$ cat config.mk
export PLATFORM = sky130hd
export DESIGN_NAME = axil_regbank
export DESIGN_NICKNAME = d
export VERILOG_FILES = /design/src/rtl/axil_regbank.sv
export SDC_FILE = /design/constraint.sdc
export NUM_CORES = 1
export LEC_CHECK = 0
export BUFFER_PORTS_ARGS = -buffer_cell sky130_fd_sc_hd__buf_2
export CORE_ASPECT_RATIO = 1.5
export CORE_MARGIN = 8
export CORE_UTILIZATION = 35
export DETAILED_ROUTE_END_ITERATION = 8
export GPL_TIMING_DRIVEN = 0
export PLACE_DENSITY = 0.61
export SYNTH_ARGS = -nofsm -noshare
export SYNTH_HDL_FRONTEND = slang
export SYNTH_SLANG_ARGS = --single-unit
$ cat constraint.sdc
create_clock -name s3_axi_aclk -period 2.9 [get_ports s3_axi_aclk]
set_input_delay 0.145 -clock s3_axi_aclk [delete_from_list [all_inputs] [get_ports s3_axi_aclk]]
set_output_delay 0.145 -clock s3_axi_aclk [all_outputs]
set_load 0.02 [all_outputs]
$ cat src/rtl/axil_regbank.sv
// AXI4-Lite slave register bank: writable control registers and read-only status registers.
// Latency: a write responds one cycle after both AW and W are available; a read returns one cycle after the AR handshake.
// Backpressure: AW/W stall while a channel is held or a B response is pending; AR stalls while an R response is pending.
// Ports: s3_axi_* is the AXI4-Lite slave (single clock, async active-low reset);
//        status_in carries per-register status (read-only slices only); reg_out exposes the writable registers.
module axil_regbank #(
  parameter int                   DATA_WIDTH = 32,
  parameter int                   ADDR_WIDTH = 8,
  parameter int                   RESP_WIDTH = 2,
  parameter int                   NUM_REGS   = 4,
  parameter logic [NUM_REGS-1:0]  RO_MASK    = '0
) (
  input  logic                           s3_axi_aclk,
  input  logic                           s3_axi_aresetn,
  input  logic [ADDR_WIDTH-1:0]          s3_axi_awaddr,
  input  logic                           s3_axi_awvalid,
  output logic                           s3_axi_awready,
  input  logic [DATA_WIDTH-1:0]          s3_axi_wdata,
  input  logic [DATA_WIDTH/8-1:0]        s3_axi_wstrb,
  input  logic                           s3_axi_wvalid,
  output logic                           s3_axi_wready,
  output logic [RESP_WIDTH-1:0]          s3_axi_bresp,
  output logic                           s3_axi_bvalid,
  input  logic                           s3_axi_bready,
  input  logic [ADDR_WIDTH-1:0]          s3_axi_araddr,
  input  logic                           s3_axi_arvalid,
  output logic                           s3_axi_arready,
  output logic [DATA_WIDTH-1:0]          s3_axi_rdata,
  output logic [RESP_WIDTH-1:0]          s3_axi_rresp,
  output logic                           s3_axi_rvalid,
  input  logic                           s3_axi_rready,
  input  logic [NUM_REGS*DATA_WIDTH-1:0] status_in,
  output logic [NUM_REGS*DATA_WIDTH-1:0] reg_out
);

  localparam int STRB_W   = DATA_WIDTH / 8;
  localparam int ADDR_LSB = $clog2(STRB_W);
  localparam int IDX_W    = ADDR_WIDTH - ADDR_LSB;
  localparam logic [RESP_WIDTH-1:0] RESP_OKAY   = '0;
  localparam logic [RESP_WIDTH-1:0] RESP_SLVERR = RESP_WIDTH'(2);

  // Low address bits only select a byte inside a word; decode ignores them.
  logic unused_addr_lsbs;
  assign unused_addr_lsbs = ^{s3_axi_awaddr[ADDR_LSB-1:0], s3_axi_araddr[ADDR_LSB-1:0]};

  // State
  logic                  ready_en_q;
  logic                  aw_held_q, aw_held_d;
  logic [IDX_W-1:0]      aw_idx_q,  aw_idx_d;
  logic                  w_held_q,  w_held_d;
  logic [DATA_WIDTH-1:0] w_data_q,  w_data_d;
  logic [STRB_W-1:0]     w_strb_q,  w_strb_d;
  logic                  bvalid_q,  bvalid_d;
  logic [RESP_WIDTH-1:0] bresp_q,   bresp_d;
  logic                  rvalid_q,  rvalid_d;
  logic [DATA_WIDTH-1:0] rdata_q,   rdata_d;
  logic [RESP_WIDTH-1:0] rresp_q,   rresp_d;
  logic [DATA_WIDTH-1:0] regs_q [NUM_REGS];
  logic [DATA_WIDTH-1:0] regs_d [NUM_REGS];

  // Handshakes. ready_en_q keeps every ready low until the first edge after reset release.
  logic aw_hs, w_hs, ar_hs;
  assign s3_axi_awready = ready_en_q & ~aw_held_q & ~bvalid_q;
  assign s3_axi_wready  = ready_en_q & ~w_held_q  & ~bvalid_q;
  assign s3_axi_arready = ready_en_q & ~rvalid_q;
  assign aw_hs = s3_axi_awvalid & s3_axi_awready;
  assign w_hs  = s3_axi_wvalid  & s3_axi_wready;
  assign ar_hs = s3_axi_arvalid & s3_axi_arready;

  // Write operands come from the holding registers if already captured, else straight from the bus.
  logic [IDX_W-1:0]      wr_idx, rd_idx;
  logic [DATA_WIDTH-1:0] wr_data;
  logic [STRB_W-1:0]     wr_strb;
  logic                  wr_commit;
  assign wr_idx    = aw_held_q ? aw_idx_q : s3_axi_awaddr[ADDR_WIDTH-1:ADDR_LSB];
  assign wr_data   = w_held_q  ? w_data_q : s3_axi_wdata;
  assign wr_strb   = w_held_q  ? w_strb_q : s3_axi_wstrb;
  assign wr_commit = (aw_held_q | aw_hs) & (w_held_q | w_hs);
  assign rd_idx    = s3_axi_araddr[ADDR_WIDTH-1:ADDR_LSB];

  // Address decode by comparison against every register so out-of-range indices never index arrays.
  logic                  wr_hit, wr_ro, rd_hit;
  logic [DATA_WIDTH-1:0] rd_val;
  always_comb begin
    wr_hit = 1'b0;
    wr_ro  = 1'b0;
    rd_hit = 1'b0;
    rd_val = '0;
    for (int i = 0; i < NUM_REGS; i++) begin
      if (int'(wr_idx) == i) begin
        wr_hit = 1'b1;
        wr_ro  = RO_MASK[i];
      end
      if (int'(rd_idx) == i) begin
        rd_hit = 1'b1;
        rd_val = RO_MASK[i] ? status_in[i*DATA_WIDTH +: DATA_WIDTH] : regs_q[i];
      end
    end
  end

  // Write path next state
  always_comb begin
    aw_held_d = aw_held_q;
    aw_idx_d  = aw_idx_q;
    w_held_d  = w_held_q;
    w_data_d  = w_data_q;
    w_strb_d  = w_strb_q;
    bvalid_d  = bvalid_q;
    bresp_d   = bresp_q;
    regs_d    = regs_q;
    if (bvalid_q && s3_axi_bready) bvalid_d = 1'b0;
    if (wr_commit) begin
      aw_held_d = 1'b0;
      w_held_d  = 1'b0;
      bvalid_d  = 1'b1;
      if (wr_hit && !wr_ro) begin
        bresp_d = RESP_OKAY;
        for (int i = 0; i < NUM_REGS; i++) begin
          for (int k = 0; k < STRB_W; k++) begin
            if (int'(wr_idx) == i && wr_strb[k]) regs_d[i][8*k +: 8] = wr_data[8*k +: 8];
          end
        end
      end else begin
        bresp_d = RESP_SLVERR;
      end
    end else begin
      // Only one channel has arrived: park it until its partner shows up.
      if (aw_hs) begin
        aw_held_d = 1'b1;
        aw_idx_d  = s3_axi_awaddr[ADDR_WIDTH-1:ADDR_LSB];
      end
      if (w_hs) begin
        w_held_d = 1'b1;
        w_data_d = s3_axi_wdata;
        w_strb_d = s3_axi_wstrb;
      end
    end
  end

  // Read path next state; rd_val samples regs_q, so a same-edge write is not visible to this read.
  always_comb begin
    rvalid_d = rvalid_q;
    rdata_d  = rdata_q;
    rresp_d  = rresp_q;
    if (rvalid_q && s3_axi_rready) rvalid_d = 1'b0;
    if (ar_hs) begin
      rvalid_d = 1'b1;
      rdata_d  = rd_hit ? rd_val : '0;
      rresp_d  = rd_hit ? RESP_OKAY : RESP_SLVERR;
    end
  end

  always_ff @(posedge s3_axi_aclk or negedge s3_axi_aresetn) begin
    if (!s3_axi_aresetn) begin
      ready_en_q <= 1'b0;
      aw_held_q  <= 1'b0;
      aw_idx_q   <= '0;
      w_held_q   <= 1'b0;
      w_data_q   <= '0;
      w_strb_q   <= '0;
      bvalid_q   <= 1'b0;
      bresp_q    <= '0;
      rvalid_q   <= 1'b0;
      rdata_q    <= '0;
      rresp_q    <= '0;
      regs_q     <= '{default: '0};
    end else begin
      ready_en_q <= 1'b1;
      aw_held_q  <= aw_held_d;
      aw_idx_q   <= aw_idx_d;
      w_held_q   <= w_held_d;
      w_data_q   <= w_data_d;
      w_strb_q   <= w_strb_d;
      bvalid_q   <= bvalid_d;
      bresp_q    <= bresp_d;
      rvalid_q   <= rvalid_d;
      rdata_q    <= rdata_d;
      rresp_q    <= rresp_d;
      regs_q     <= regs_d;
    end
  end

  assign s3_axi_bvalid = bvalid_q;
  assign s3_axi_bresp  = bresp_q;
  assign s3_axi_rvalid = rvalid_q;
  assign s3_axi_rdata  = rdata_q;
  assign s3_axi_rresp  = rresp_q;

  for (genvar g = 0; g < NUM_REGS; g++) begin : g_out
    assign reg_out[g*DATA_WIDTH +: DATA_WIDTH] = RO_MASK[g] ? '0 : regs_q[g];
  end

endmodule

== Word level (Yosys, flattened, before mapping) ==
Index checks and enable logic that the tools add are counted.
W data, S select, Z words.

* Multiplexer cells: 26
* Divide/modulo/power cells: 0
* Multipliers: 0
* Reductions and logical operators: 42
* Add/subtract/negate cells: 0
* Eq/ne operators: 6
* Bitwise operators: 16
* $lt $le $gt $ge: 0
* Shift-type cells: 0

{| class="wikitable"
|+ Operator list
! operator !! number
|-
| $mux W32 || 6
|-
| $reduce_and A3 Y1 || 16
|-
| $eq A6 B3 Y1 const B || 4
|-
| $logic_and A1 B1 Y1 || 18
|-
| $mux W1 || 16
|-
| $eq A6 B2 Y1 const B || 2
|-
| $logic_not A6 Y1 || 2
|-
| $and A1 B1 Y1 || 9
|-
| $reduce_bool A2 Y1 || 4
|-
| $mux W6 || 1
|-
| $not A1 Y1 || 5
|-
| $mux W2 || 2
|-
| $mux W4 || 1
|-
| $reduce_and A2 Y1 || 2
|-
| $or A1 B1 Y1 || 2
|}

* ROM bits: 0
* Input port bits: 187
* Memory bits (writable): 0
* Bits in registers: 211
* Memories kept: 0
* Output and inout port bits: 169
* Logic and storage cells: 117
* Bits in latches: 0

== Depth between registers and ports, before layout ==
* Depth in word-level cells: 8
* Depth in mapped cells: 7
* Mapped depth without buffers: 4

== Least setup slack after synthesis ==
Ideal clock, no wire load.

* Path type: reg-to-reg
* From: reg bvalid_q, in the netlist s3_axi_bvalid
* To: reg regs_q, in the netlist reg_out[56]
* Cell stages (with the launch flop): 7
* Period minus slack after synthesis: 2.132 ns
* Data arrival time: 2.007 ns
* Buffers on the path: 2
* Setup time: 0.125 ns
* Required time: 2.775 ns
* Slack: 0.768 ns
* Cells stage by stage: dfrtp_1 > and3b_1 > o22ai_1 > buf_6 > buf_6 > nor4_4 > mux2_2

* Cells in the longest elaborated chain, start to end: 6
* Elaborated cells on any way between the ends: 9
* Classes of those cells: bitwise: 8; reduce/logical: 1

{| class="wikitable"
|+ RTL lines
! element !! line !! RTL
|-
| from (decl) || 53 || <nowiki>logic bvalid_q, bvalid_d;</nowiki>
|-
| from (signal assigned) || 174 || <nowiki>bvalid_q <= bvalid_d;</nowiki>
|-
| $not A1 Y1 * || 63, 64 ||
|-
| $and A1 B1 Y1 (on tied branches) || 63, 64 ||
|-
| $and A1 B1 Y1 (on tied branches) || 66, 67 ||
|-
| $or A1 B1 Y1 || 78 || <nowiki>assign wr_commit = (aw_held_q | aw_hs) & (w_held_q | w_hs);</nowiki>
|-
| $and A1 B1 Y1 * || 78 ||
|-
| $reduce_and A3 Y1 (no source line) * || - ||
|-
| to (signal assigned) || 179 || <nowiki>regs_q <= regs_d;</nowiki>
|-
| to (decl) || 58 || <nowiki>logic [DATA_WIDTH-1:0] regs_q [NUM_REGS];</nowiki>
|}

Mark *: on every way between the ends. The rest lies on a longest branch, timed or not.
A chain may end at the register's enable or synchronous reset.

== Final worst setup path ==
* From: reg bvalid_q, in the netlist s3_axi_bvalid
* To: reg regs_q, in the netlist reg_out[58]

The elaborated chain is that of the path after synthesis.

==> summary.md <==
| Metric | Value |
|---|---|
| # DRC | `0` |
| CTS sink count | `209` |
| Fin cells | `1208` |
| Final hold vios | `0` |
| Cell count of the worst reg-to-reg path | `6` |
| Die span in x | `149 um` |
| Worst setup SP type | `flip-flop` |
| Worst-margin pin slew | `1100 ps` |
| Highest-count cells in the layout ignoring fill and taps | `buf_2 (223), dfrtp_1 (209), mux2_2 (202), dlygate4sd3_1 (45)` |
| CP peak stage delay | `810 ps` |
| Die footprint | `0.0322 mm^2` |
| Vias per cell | `5.03` |
| H-tree levels | `1` |
| Yosys cell types | `35` |
| Setup CP Type | `flip-flop to flip-flop` |
| Synth Cell Area | `0.00933 mm^2` |
| Largest net degree at the start of global routing | `118` |
| CTS buffer count | `22` |
| Unrepaired setup endpoints after global routing | `false` |
| Iteration-0 DRC count of the detailed router | `167` |
| Initial Util | `35.3%` |
| Clk pwr share | `28.5%` |
| Crit path cell chain | `and3b_1 > o22ai_1 > buf_6 > buf_6 > nor4_4 > mux2_2` |
| Worst setup EP type | `flip-flop` |
| PD cells | `851 mW/mm^2` |
| Gr ovfl total | `0` |
| Clk root buf | `clkbuf_16` |
| CTS Buffer Depth | `3` |
| Row count | `73` |
| Slowest stage cell, crit path | `nor4_4` |
| Syn Inst Count | `564` |
| Wirelength per Cell | `22.8 um` |
| Clock skew | `12.1 ps` |
| Commonest non-fill, non-tap cell in the layout | `buf_2` |
| DP Cell Count | `1123` |
| Worst-path maximum fanout | `10` |
| Detailed Routing Iterations Pass 1 | `6` |
| Routed vias | `6082` |
| Initial antenna violation count | `1` |
| CTS tree | `yes` |
| Final setup vio count | `0` |
| Outcome | `completed` |
| Buffers on Ports | `220` |
| Post-CTS resize count | `0` |
| Hold Path Origin | `s3_axi_wvalid` |
| Seq/Total Area, Yosys | `56.1%` |
| Leakage power | `6.13 nW` |
| Setup TNS | `0 ps` |
| Post-DP HPWL | `19400 um` |
| Layout fillers | `2360` |
| Synth Register Bits | `209` |
| Multi-input logic area | `0.00387 mm^2` |
| Total core area | `0.0264 mm^2` |
| Fin crit period | `2540 ps` |
| Chip height | `216 um` |
| Yosys warns | `0` |
| Reg clk slew, reported paths | `60 ps` |
| VDD IR max | `0.440 mV` |
| First-pass GRT wire length | `41500 um` |
| Vias in the first global route | `6595` |
| Post-CTS Setup Inserts | `0` |
| FMAX | `393 MHz` |
| Final wirelength | `27600 um` |
| Setup crit start | `s3_axi_bvalid` |
| Worst skew pair latency | `510 ps` |
| Sequential cell area | `0.00523 mm^2` |
| Hold buffers post-CTS | `45` |
| Layout Area Growth over Synthesis | `29.8%` |
| Final nets | `1042` |
| Min-Delay Path Class | `input pin to flip-flop` |
| P_sw | `3.44 mW` |
| Share of cells above drive strength 1 | `60.5%` |
| Comb power frac | `31.4%` |
| CP arrival | `2940 ps` |
| Reg-to-reg critical path endpoint | `reg_out[58]` |
| Final worst path period share | `87.7%` |
| I/O pin total | `356` |
| Pins Over Slew Limit | `0` |
| Critical Path End | `reg_out[58]` |
| Total GRT Usage | `16.9%` |
| Reg-to-Reg Start | `s3_axi_bvalid` |
| Critical Path RT | `3290 ps` |
| R2r setup slk | `360 ps` |
| Sw frac | `33.4%` |
| Gpl congestion | `0.737` |
| MaxCap Viol Count | `0` |
| Pint | `6.86 mW` |
| Sequential Power Share | `40.0%` |
| CP most frequent cell | `buf_6` |
| Syn Area/Cell | `16.5 um^2` |
| Antenna-violating nets left | `0` |
| Relative slew slack | `26.5%` |
layout make-up:
type	instances	area share, %
Sequential cell	209	43.2
Multi-Input combinational cell	322	32.0
Timing Repair Buffer	266	13.1
Clock buffer	34	5.84
Tap cell	337	3.48
Buffer	29	1.73
Clock inverter	5	0.434
Inverter	5	0.155
Antenna cell	1	0.0207
power groups by stage:
stage	registers [mW]	logic, mW	clock network, mW
after detailed placement	4.18	3.24	0
final	4.12	3.23	2.94
after global placement	4.15	3.19	0
after global routing	4.22	3.45	3.12
after CTS	4.13	3.30	3.01
after floorplan	4.56	1.75	0
per-stage QoR:
stage	setup slack, ps	power (mW)	cell area (um^2)	hold slack [ps]	utilization [%]
after floorplan	768	6.30	9330	-151	-
after global placement	-2110	7.35	10900	325	41.1
after detailed placement	356	7.43	10900	227	41.3
after CTS	341	10.4	12100	11.8	45.8
after global routing	251	10.8	12100	38.9	45.9
final	357	10.3	12100	34.5	45.9
per-layer routing:
layer,share of wire (%),global-route usage (%),vias up
met5,0,0,-
met4,3.6,6.96,0
met3,4.1,2.47,45
met2,54,31.0,158
met1,39,19.1,3161
li1,-,-,2718
worst max-delay path, delay by kind of cell, from the launching register on:
family          cells  cell delay [ps]
mux                 1              410
flops               1              440
simple gates        2             1100
buf+inv             2              360
compound gates      1              100
worst min path at each step:
stage	endpoint	slack, ps	depth (start not counted)
2_1_floorplan	aw_held_q	-150	0
3_3_place_gp	s3_axi_rvalid	320	2
3_5_place_dp	s3_axi_rdata[8]	230	1
4_1_cts	aw_held_q	10	3
5_1_grt	aw_held_q	40	3
6_report	aw_held_q	30	3
state kept, by name, summed over array words and instances, names as in the netlist:
register       count
w_strb_q           4
s3_axi_rresp       1
reg_out          128
s3_axi_bresp       1
s3_axi_bvalid      1
aw_idx_q           6
w_held_q           1
w_data_q          32
ready_en_q         1
aw_held_q          1
s3_axi_rvalid      1
s3_axi_rdata      32
cell usage after synthesis:
master / instances / area (um^2)
dfrtp_1: 209 / 5230
mux2_2: 202 / 2270
a22o_1: 32 / 280
mux4_2: 32 / 721
nor4_4: 16 / 340
clkbuf_1: 10 / 37.5
nor2_1: 7 / 26.3
buf_6: 5 / 56.3
inv_1: 5 / 18.8
buf_2: 4 / 20.0
mux2i_1: 4 / 40.0
nor3_1: 4 / 20.0
and3b_1: 3 / 26.3
buf_1: 3 / 11.3
clkbuf_8: 3 / 41.3
buf_4: 2 / 15.0
conb_1: 2 / 7.51
nand2_1: 2 / 7.51
nand3b_1: 2 / 15.0
o21ai_0: 2 / 10.0
a21oi_1: 1 / 5.00
a21oi_2: 1 / 8.76
a22oi_1: 1 / 7.51
a31oi_1: 1 / 6.26
a32oi_1: 1 / 8.76
buf_8: 1 / 15.0
dlymetal6s2s_1: 1 / 12.5
mux2i_2: 1 / 13.8
nand2b_1: 1 / 6.26
nor2b_1: 1 / 6.26
nor4_1: 1 / 6.26
o21a_1: 1 / 7.51
o22ai_1: 1 / 6.26
o32a_2: 1 / 11.3
or4_1: 1 / 7.51
cell families after synthesis:
kind of cell    after synthesis  synth area share (%)
mux                         239                  32.7
flops                       209                  56.1
compound gates               42                  3.77
simple gates                 38                  4.95
buf+inv                      34                  2.44
other cells                   2                0.0805
Note: power is estimated with default switching activity, not from simulation.
